File: src/rtl/urna_booth_arbiter.sv
// rtl/urna_booth_arbiter.sv - round-robin ballot booth arbiter with shared tallies and session sequencer
// Optional feature macro: URNA_ARB_SATURATE_EN (tally counters stick at all-ones instead of wrapping).
module urna_booth_arbiter #(
    parameter int NUM_BOOTHS = 4,
    parameter int CNT_W      = 8
) (
    input  logic                      clk,
    input  logic                      rst,
    input  logic                      start,
    input  logic                      finish,
    input  logic [NUM_BOOTHS-1:0]     req,
    input  logic [2*NUM_BOOTHS-1:0]   code,
    output logic [NUM_BOOTHS-1:0]     ack,
    output logic [1:0]                session,
    output logic                      busy,
    output logic [CNT_W-1:0]          total_c1,
    output logic [CNT_W-1:0]          total_c2,
    output logic [CNT_W-1:0]          total_null,
    output logic                      total_valid,
    output logic                      overflow
);

    localparam int PTR_W = (NUM_BOOTHS > 2) ? $clog2(NUM_BOOTHS) : 1;
    localparam logic [PTR_W:0] NB = (PTR_W + 1)'(NUM_BOOTHS);

    localparam logic [1:0] S_IDLE   = 2'b00;
    localparam logic [1:0] S_OPEN   = 2'b01;
    localparam logic [1:0] S_DRAIN  = 2'b10;
    localparam logic [1:0] S_CLOSED = 2'b11;

    logic [1:0]            state;
    logic [1:0]            state_nxt;
    logic [PTR_W-1:0]      ptr;
    logic [PTR_W-1:0]      ptr_nxt;
    logic [PTR_W-1:0]      winner;
    logic [PTR_W-1:0]      idx;
    logic [PTR_W:0]        cand;
    logic [PTR_W:0]        nxt_sum;
    logic                  grant_valid;
    logic [1:0]            win_code;
    logic [NUM_BOOTHS-1:0] eligible;
    logic [NUM_BOOTHS-1:0] grant_vec;
    logic [NUM_BOOTHS-1:0] pending;
    logic [CNT_W-1:0]      cnt_c1;
    logic [CNT_W-1:0]      cnt_c2;
    logic [CNT_W-1:0]      cnt_null;
    logic [CNT_W-1:0]      cnt_sel;
    logic [CNT_W-1:0]      cnt_bumped;
    logic                  open_entry;
    logic                  close_entry;

    function automatic logic [CNT_W-1:0] bump(input logic [CNT_W-1:0] v);
`ifdef URNA_ARB_SATURATE_EN
        bump = (v == {CNT_W{1'b1}}) ? v : v + 1'b1;
`else
        bump = v + 1'b1;
`endif
    endfunction

    // A booth just acked is masked so it cannot be granted twice back to back.
    always_comb begin
        eligible = '0;
        if (state == S_OPEN) begin
            eligible = req & ~ack;
        end else if (state == S_DRAIN) begin
            eligible = req & pending & ~ack;
        end
    end

    // Scan offsets from far to near so the nearest eligible index at/after ptr wins last.
    always_comb begin
        grant_valid = 1'b0;
        winner      = '0;
        ptr_nxt     = ptr;
        win_code    = 2'b00;
        cand        = '0;
        idx         = '0;
        nxt_sum     = '0;
        for (int i = NUM_BOOTHS - 1; i >= 0; i--) begin
            cand = {1'b0, ptr} + (PTR_W + 1)'(i);
            if (cand >= NB) begin
                cand = cand - NB;
            end
            idx = cand[PTR_W-1:0];
            if (eligible[idx]) begin
                grant_valid = 1'b1;
                winner      = idx;
                win_code    = code[{idx, 1'b0} +: 2];
                nxt_sum     = {1'b0, idx} + 1'b1;
                ptr_nxt     = (nxt_sum == NB) ? '0 : nxt_sum[PTR_W-1:0];
            end
        end
        grant_vec         = '0;
        grant_vec[winner] = grant_valid;
    end

    always_comb begin
        case (win_code)
            2'b01:   cnt_sel = cnt_c1;
            2'b10:   cnt_sel = cnt_c2;
            default: cnt_sel = cnt_null;
        endcase
        cnt_bumped = bump(cnt_sel);
    end

    assign open_entry  = ((state == S_IDLE) || (state == S_CLOSED)) && start;
    assign close_entry = (state == S_DRAIN) && (pending == '0);

    always_ff @(posedge clk or posedge rst) begin
        if (rst) begin
            state <= S_IDLE;
        end else begin
            state <= state_nxt;
        end
    end

    // finish only matters in OPEN, so it naturally wins over start there.
    always_comb begin
        state_nxt = state;
        case (state)
            S_IDLE:   if (start) state_nxt = S_OPEN;
            S_OPEN:   if (finish) state_nxt = S_DRAIN;
            S_DRAIN:  if (pending == '0) state_nxt = S_CLOSED;
            S_CLOSED: if (start) state_nxt = S_OPEN;
            default:  state_nxt = S_IDLE;
        endcase
    end

    always_comb begin
        session     = state;
        busy        = (state == S_OPEN) || (state == S_DRAIN);
        total_valid = (state == S_CLOSED);
    end

    always_ff @(posedge clk or posedge rst) begin
        if (rst) begin
            ack        <= '0;
            ptr        <= '0;
            pending    <= '0;
            cnt_c1     <= '0;
            cnt_c2     <= '0;
            cnt_null   <= '0;
            overflow   <= 1'b0;
            total_c1   <= '0;
            total_c2   <= '0;
            total_null <= '0;
        end else begin
            ack <= grant_vec;

            if (open_entry) begin
                ptr      <= '0;
                cnt_c1   <= '0;
                cnt_c2   <= '0;
                cnt_null <= '0;
                overflow <= 1'b0;
            end else if (grant_valid) begin
                ptr <= ptr_nxt;
                case (win_code)
                    2'b01:   cnt_c1   <= cnt_bumped;
                    2'b10:   cnt_c2   <= cnt_bumped;
                    default: cnt_null <= cnt_bumped;
                endcase
                if (cnt_bumped == {CNT_W{1'b1}}) begin
                    overflow <= 1'b1;
                end
            end

            // The winner of the finish edge is already served, so it never enters pending.
            if (state == S_OPEN && finish) begin
                pending <= req & ~ack & ~grant_vec;
            end else if (state == S_DRAIN) begin
                pending <= pending & req & ~grant_vec;
            end else begin
                pending <= '0;
            end

            if (close_entry) begin
                total_c1   <= cnt_c1;
                total_c2   <= cnt_c2;
                total_null <= cnt_null;
            end
        end
    end

endmodule

File: config.mk
export PLATFORM = sky130hd
export DESIGN_NAME = urna_booth_arbiter
export DESIGN_NICKNAME = d
export VERILOG_FILES = /design/src/rtl/urna_booth_arbiter.sv
export SDC_FILE = /design/constraint.sdc
export NUM_CORES = 1
export LEC_CHECK = 0
export ABC_AREA = 1
export BUFFER_PORTS_ARGS = -buffer_cell sky130_fd_sc_hd__buf_4
export CORE_MARGIN = 1.5
export CORE_UTILIZATION = 38
export DETAILED_ROUTE_END_ITERATION = 12
export GPL_TIMING_DRIVEN = 0
export HOLD_SLACK_MARGIN = 0.12
export PLACE_DENSITY = 0.68
export SLEW_MARGIN = 30
export SYNTH_ARGS = -nofsm -noshare
export SYNTH_HDL_FRONTEND = slang
export SYNTH_SLANG_ARGS = --single-unit
File: constraint.sdc
create_clock -name clk -period 4.2 [get_ports clk]
set_clock_uncertainty 0.15 [all_clocks]
set_input_delay 0 -clock clk [delete_from_list [all_inputs] [get_ports clk]]
set_output_delay 0 -clock clk [all_outputs]
set_load 0.02 [all_outputs]
; After elaboration in Yosys (flattened, before gate mapping)
; Index checks and enable logic that the tools add are counted.
; W data, S select, Z words.
[word_totals]
inputBits = 16
reg_bits = 61
rom_bits = 0
word_cells = 137
latchBits = 0
output_inout_bits = 33
mem_bits_rw = 0
memories = 0
[op_classes]
magnitude_cmp = 10
add_sub_neg = 12
div_mod_pow = 0
multipliers = 0
muxes = 57
eq_ne = 14
n_reduce_logical = 21
bitwise_logic = 8
shifts = 4
[op_table]
columns = cell, n
row1 = $mux W8, 9
row2 = $mux W2, 25
row3 = $shiftx A8 B4 Y2, 4
row4 = $and A4 B4 Y4, 6
row5 = $mux W4, 4
row6 = $pmux W8 S2, 1
row7 = $add A2 B1 Y3 const B, 5
row8 = $lt A2 B3 Y1 const B, 5
row9 = $eq A3 B3 Y1 const B, 4
row10 = $mux W1, 12
row11 = $reduce_and A2 Y1, 5
row12 = $ge A3 B3 Y1 const B, 3
row13 = $add A8 B1 Y8 const B, 1
row14 = $bmux W1 S2, 4
row15 = $eq A8 B8 Y1 const B, 1
row16 = $not A4 Y4, 2
row17 = $reduce_bool A2 Y1, 4
row18 = $sub A2 B1 Y2 const B, 4
row19 = $add A2 B2 Y3 const B, 2
row20 = $eq A2 B2 Y1 const B, 3
row21 = $pmux W2 S3, 1
row22 = $reduce_bool A5 Y1, 1
row23 = $eq A2 B1 Y1 const B, 2
row24 = $logic_and A1 B1 Y1, 4
row25 = 10 further kinds, 14

; Depth between registers and ports, before layout
[depth]
depth_word = 19
mapped_depth = 28
ltp_nobuf = 27

; Worst setup path after synthesis
; Ideal clock, no wire load.
[synth_path]
path_kind = register -> register
startpoint = register ptr[0]
endpoint = register cnt_c1[6]
setup_time_ps = 119
arrival_ps = 3420
synth_period_minus_slack_ps = 3688
setup_slack_ps = 512
required_ps = 3931
n_path_buf = 3
path_stages_with_launch = 24
path_cell_list = dfrtp_1 -> buf_4 -> inv_2 -> ha_1 -> inv_1 -> clkbuf_1 -> nand2_1 -> nand2_1 -> nand2_1 -> nand2_1 -> nand4_1 -> o21ai_0 -> ha_1 -> inv_2 -> buf_6 -> nand2_1 -> o21ai_4 -> ha_1 -> nand3_1 -> nor2_1 -> nand3_1 -> xor2_2 -> nand3_1 -> o21ai_2
[synth_via]
elab_chain_len = 15
word_cells_on_any_way = 45
classes_between = add/sub: 8 / order compare: 4 / eq/ne: 2 / shift: 4 / mux: 24 / reduce/logical: 3
[synth_rtl]
columns = element, line
row1 = from (decl), 33  ; logic [PTR_W-1:0] ptr;
row2 = from (signal assigned), 157  ; ptr <= ptr_nxt;
row3 = branches (longest 15 deep; another with $add A8 B1 Y8), --
row4 = to (signal assigned), 159  ; 2'b01: cnt_c1 <= cnt_bumped;
row5 = to (decl), 44  ; logic [CNT_W-1:0] cnt_c1;
; Parallel ways; which one is timed is not known. The select of a mux whose other input is x is not followed.
; A chain may end at the register's enable or synchronous reset.

; Final worst setup path
; Ends and elaborated chain as after synthesis.

==> run_results.csv <==
group,metric,value,unit
hold_path,min_from,"total_c1[2]",
outcome,status,"complete, no violations",
timing,maxSlewViolCount,0,
cts,max-clock-path-buffers,2,
timing,min_period_over_period,0.9391,
cts,cts_made_buffers,9,
yosys,syn_nets,496,
routing,via_per_inst,4.724,
timing,holdWs,339.6,ps
layout,fin_nets,572,
worst_setup_path,rr_startpoint,"ptr[0]",
timing,hold_viol_final,0,
global_routing,grt_first_pass_wirelength,14550,um
yosys,synth_cells,468,
floorplan,placementRows,35,
worst_setup_path,regToRegSetupSlack,260,ps
worst_setup_path,crit_fanout,11,
worst_setup_path,cp-start-kind,"flop",
worst_setup_path,crit_path_max_incr_delay,400,ps
cts,cts_root_buf,"clkbuf_8",
hold_path,hold_path_depth,2,
timing,slew_headroom,0.6529,
timing,fmax,253.5,MHz
cts,cts_num_sinks,61,
place,pre_cts_ws,-169.0,ps
yosys,synth_seq_cells,61,
floorplan,die_area,0.01016,mm2
layout,drive_above_1_share,0.2514,
yosys,yosysTopAreaCell,"dfrtp_1",
hold_path,hold_path_class,"flop to flop",
global_routing,antenna_found_initial,0,
global_routing,grt_pass1_vias,3096,
worst_setup_path,path_common_cell,"nand2_1",
routing,drt-total-wl,8567,um
layout,fin_util,0.4948,
yosys,synth.top_cell.area_share,0.4200,
floorplan,start_util,0.3934,
worst_setup_path,worst_setup_path_end_kind,"flop",
routing,drtPass1Iterations,4,
worst_setup_path,critical_path_class,"flop to flop",
routing,drtIter0Drc,143,
worst_setup_path,arrival,4050,ps
cts,cts_tree,"built",
yosys,yosys_warnings,0,
routing,drc,0,
cts,h-tree-depth,3,
yosys,yosysSeqAreaShare,0.4200,
cts,clkLatencyLatePin,330,ps
global_routing,track_usage,0.1803,
flow_run,maxCapViolCount,0,
routing,antenna_left,0,
worst_setup_path,slowest_stage,"dfrtp_1",
floorplan,fp.dieW,100.8,um
yosys,avgSynthCellArea,7.767,um2
yosys,syn-cell-area,0.003635,mm2
timing,setup_slack,255.8,ps
hold_path,min_to,"total_c1[2]",
timing,period_needed,3944,ps
routing,wl_per_cell,12.64,um
place,port_buffers,48,
worst_setup_path,rr_endpoint,"cnt_c1[6]",
place,gp_congestion,0.8936,
timing,worst_pin_slew,515.3,ps
place,dp_hpwl,6335,um
routing,num_vias,3203,
floorplan,io_pins,49,
global_routing,grt_max_degree,42,
yosys,ys_types,31,
worst_setup_path,r2r_cells,23,
worst_setup_path,path_cells,"buf_4 > inv_4 > ha_1 > inv_1 > clkbuf_4 > nand2_1 > nand2_2 > nand2_1 > nand2_1 > nand4_1 > o21ai_2 > ha_2 > inv_2 > buf_6 > nand2_1 > o21ai_4 > ha_1 > nand3_1 > nor2_2 > nand3_1 > xor2_2 > nand3_1 > o21ai_2",
global_routing,grt_overflow,0,
floorplan,core-area,0.009240,mm2
worst_setup_path,required,4300,ps
timing,rsz0062_at_grt,"no",
timing,setup_violations,0,
floorplan,fp.dieH,100.8,um
layout,syn2layout_area_growth,25.78,%
layout,insertedDiodeCount,0,
cts,clkTransAtPathRegs,80,ps
yosys,synthTopCellsByArea,"dfrtp_1 42%, nand2_1 14%, o21ai_0 6.2%",
## stage by stage
step                      instance area, um2  setup TNS, ps  std cells
after global placement                  4156         -561.4        645
after CTS                               4526              0        675
after floorplan                         3635              0        468
final                                   4572              0        678
after global routing                    4572              0        678
after detailed placement                4179         -676.7        646
## cell families (layout without fill, tap and decap cells)
family          after synthesis  count (layout)  share of synthesized area
simple gates                238             238                     0.3033
compound gates               83              83                     0.1456
buf+inv                      73             154                    0.08537
flops                        61              61                     0.4200
fa+ha+maj                    12              12                    0.04131
xor+xnor                      1               1                   0.004476
## cell usage in the layout (no fill, tap or decap), types with 2 or more instances in the layout
cell           count
nand2_1          137
dfrtp_1           58
buf_4             53
inv_1             51
o21ai_0           44
nand3_1           42
nor2_1            28
o21ai_2           25
dlygate4sd3_1     13
ha_1              10
nand2_4            9
clkbuf_8           9
clkbuf_1           8
nand2_2            8
o21ai_1            5
nand4_1            5
inv_2              4
a21oi_1            4
buf_6              4
nor2_2             3
dfrtp_2            3
inv_4              2
nand3_2            2
ha_2               2
bufinv_16          2
clkinv_2           2
## synth_stat cells, drive strengths merged
master,n
o21ai,75
xor2,1
inv,57
o2bb2ai,1
a21oi,4
o211ai,1
nand4,5
buf,8
clkbuf,8
nand2,155
nand3,44
o21a,1
ha,12
nor2,33
dfrtp,61
a22o,1
nor3,1
## worst max path at each step
stage / to / slack [ps] / start / cells after the start
6_report: cnt_c1[6] / 260 / ptr[0] / 23
5_1_grt: cnt_c1[6] / 7 / ptr[0] / 23
4_1_cts: cnt_c1[6] / 3 / ptr[0] / 23
3_5_place_dp: cnt_c1[6] / -170 / ptr[1] / 22
3_3_place_gp: cnt_c1[6] / -150 / ptr[1] / 22
2_1_floorplan: cnt_c1[6] / 510 / ptr[0] / 23
## registers in the layout, indices dropped and copies added (netlist names)
signal	cells
cnt_null	8
total_null	8
session	2
cnt_c1	8
ptr	2
total_c2	8
overflow	1
total_c1	8
pending	4
ack	4
cnt_c2	8
## final cells by class
type | count | area [um2]
inverter | 57 | 219.0
clock buffer | 10 | 127.6
clock inverter | 6 | 86.33
multi-input combinational | 334 | 1812
timing repair buffer | 66 | 540.5
fill | 906 | 4668
buffer | 15 | 95.09
tap | 129 | 161.4
sequential | 61 | 1530
## worst max-delay path: cells and delay by family, from the launching register on
kind	cells	cell delay, ps
flip-flops	1	400
AND/OR/NAND/NOR	10	1100
XOR/XNOR	1	230
buffers and inverters	6	850
adder cells (fa/ha/maj)	3	830
AO/OA/AOI/OAI	3	290
## layer usage
metal / global-route usage / vias up / routed length (um)
met5: 0 / - / 0
met2: 0.2994 / 49 / 3974
met3: 0.03329 / 4 / 251
met4: 0.05417 / 0 / 53
li1: - / 1665 / -
met1: 0.2393 / 1485 / 4288
## timing repair
action	4_1_cts	5_1_grt
setup buffers	0	4
resized for setup	2	11
pin swaps	0	1
hold endpoints to repair	67	0
setup endpoints to repair	7	12
hold buffers	13	0
Power is left out: the tool's default activity adds up to more than one toggle a clock period on the data nets, which glitch-free logic cannot reach.
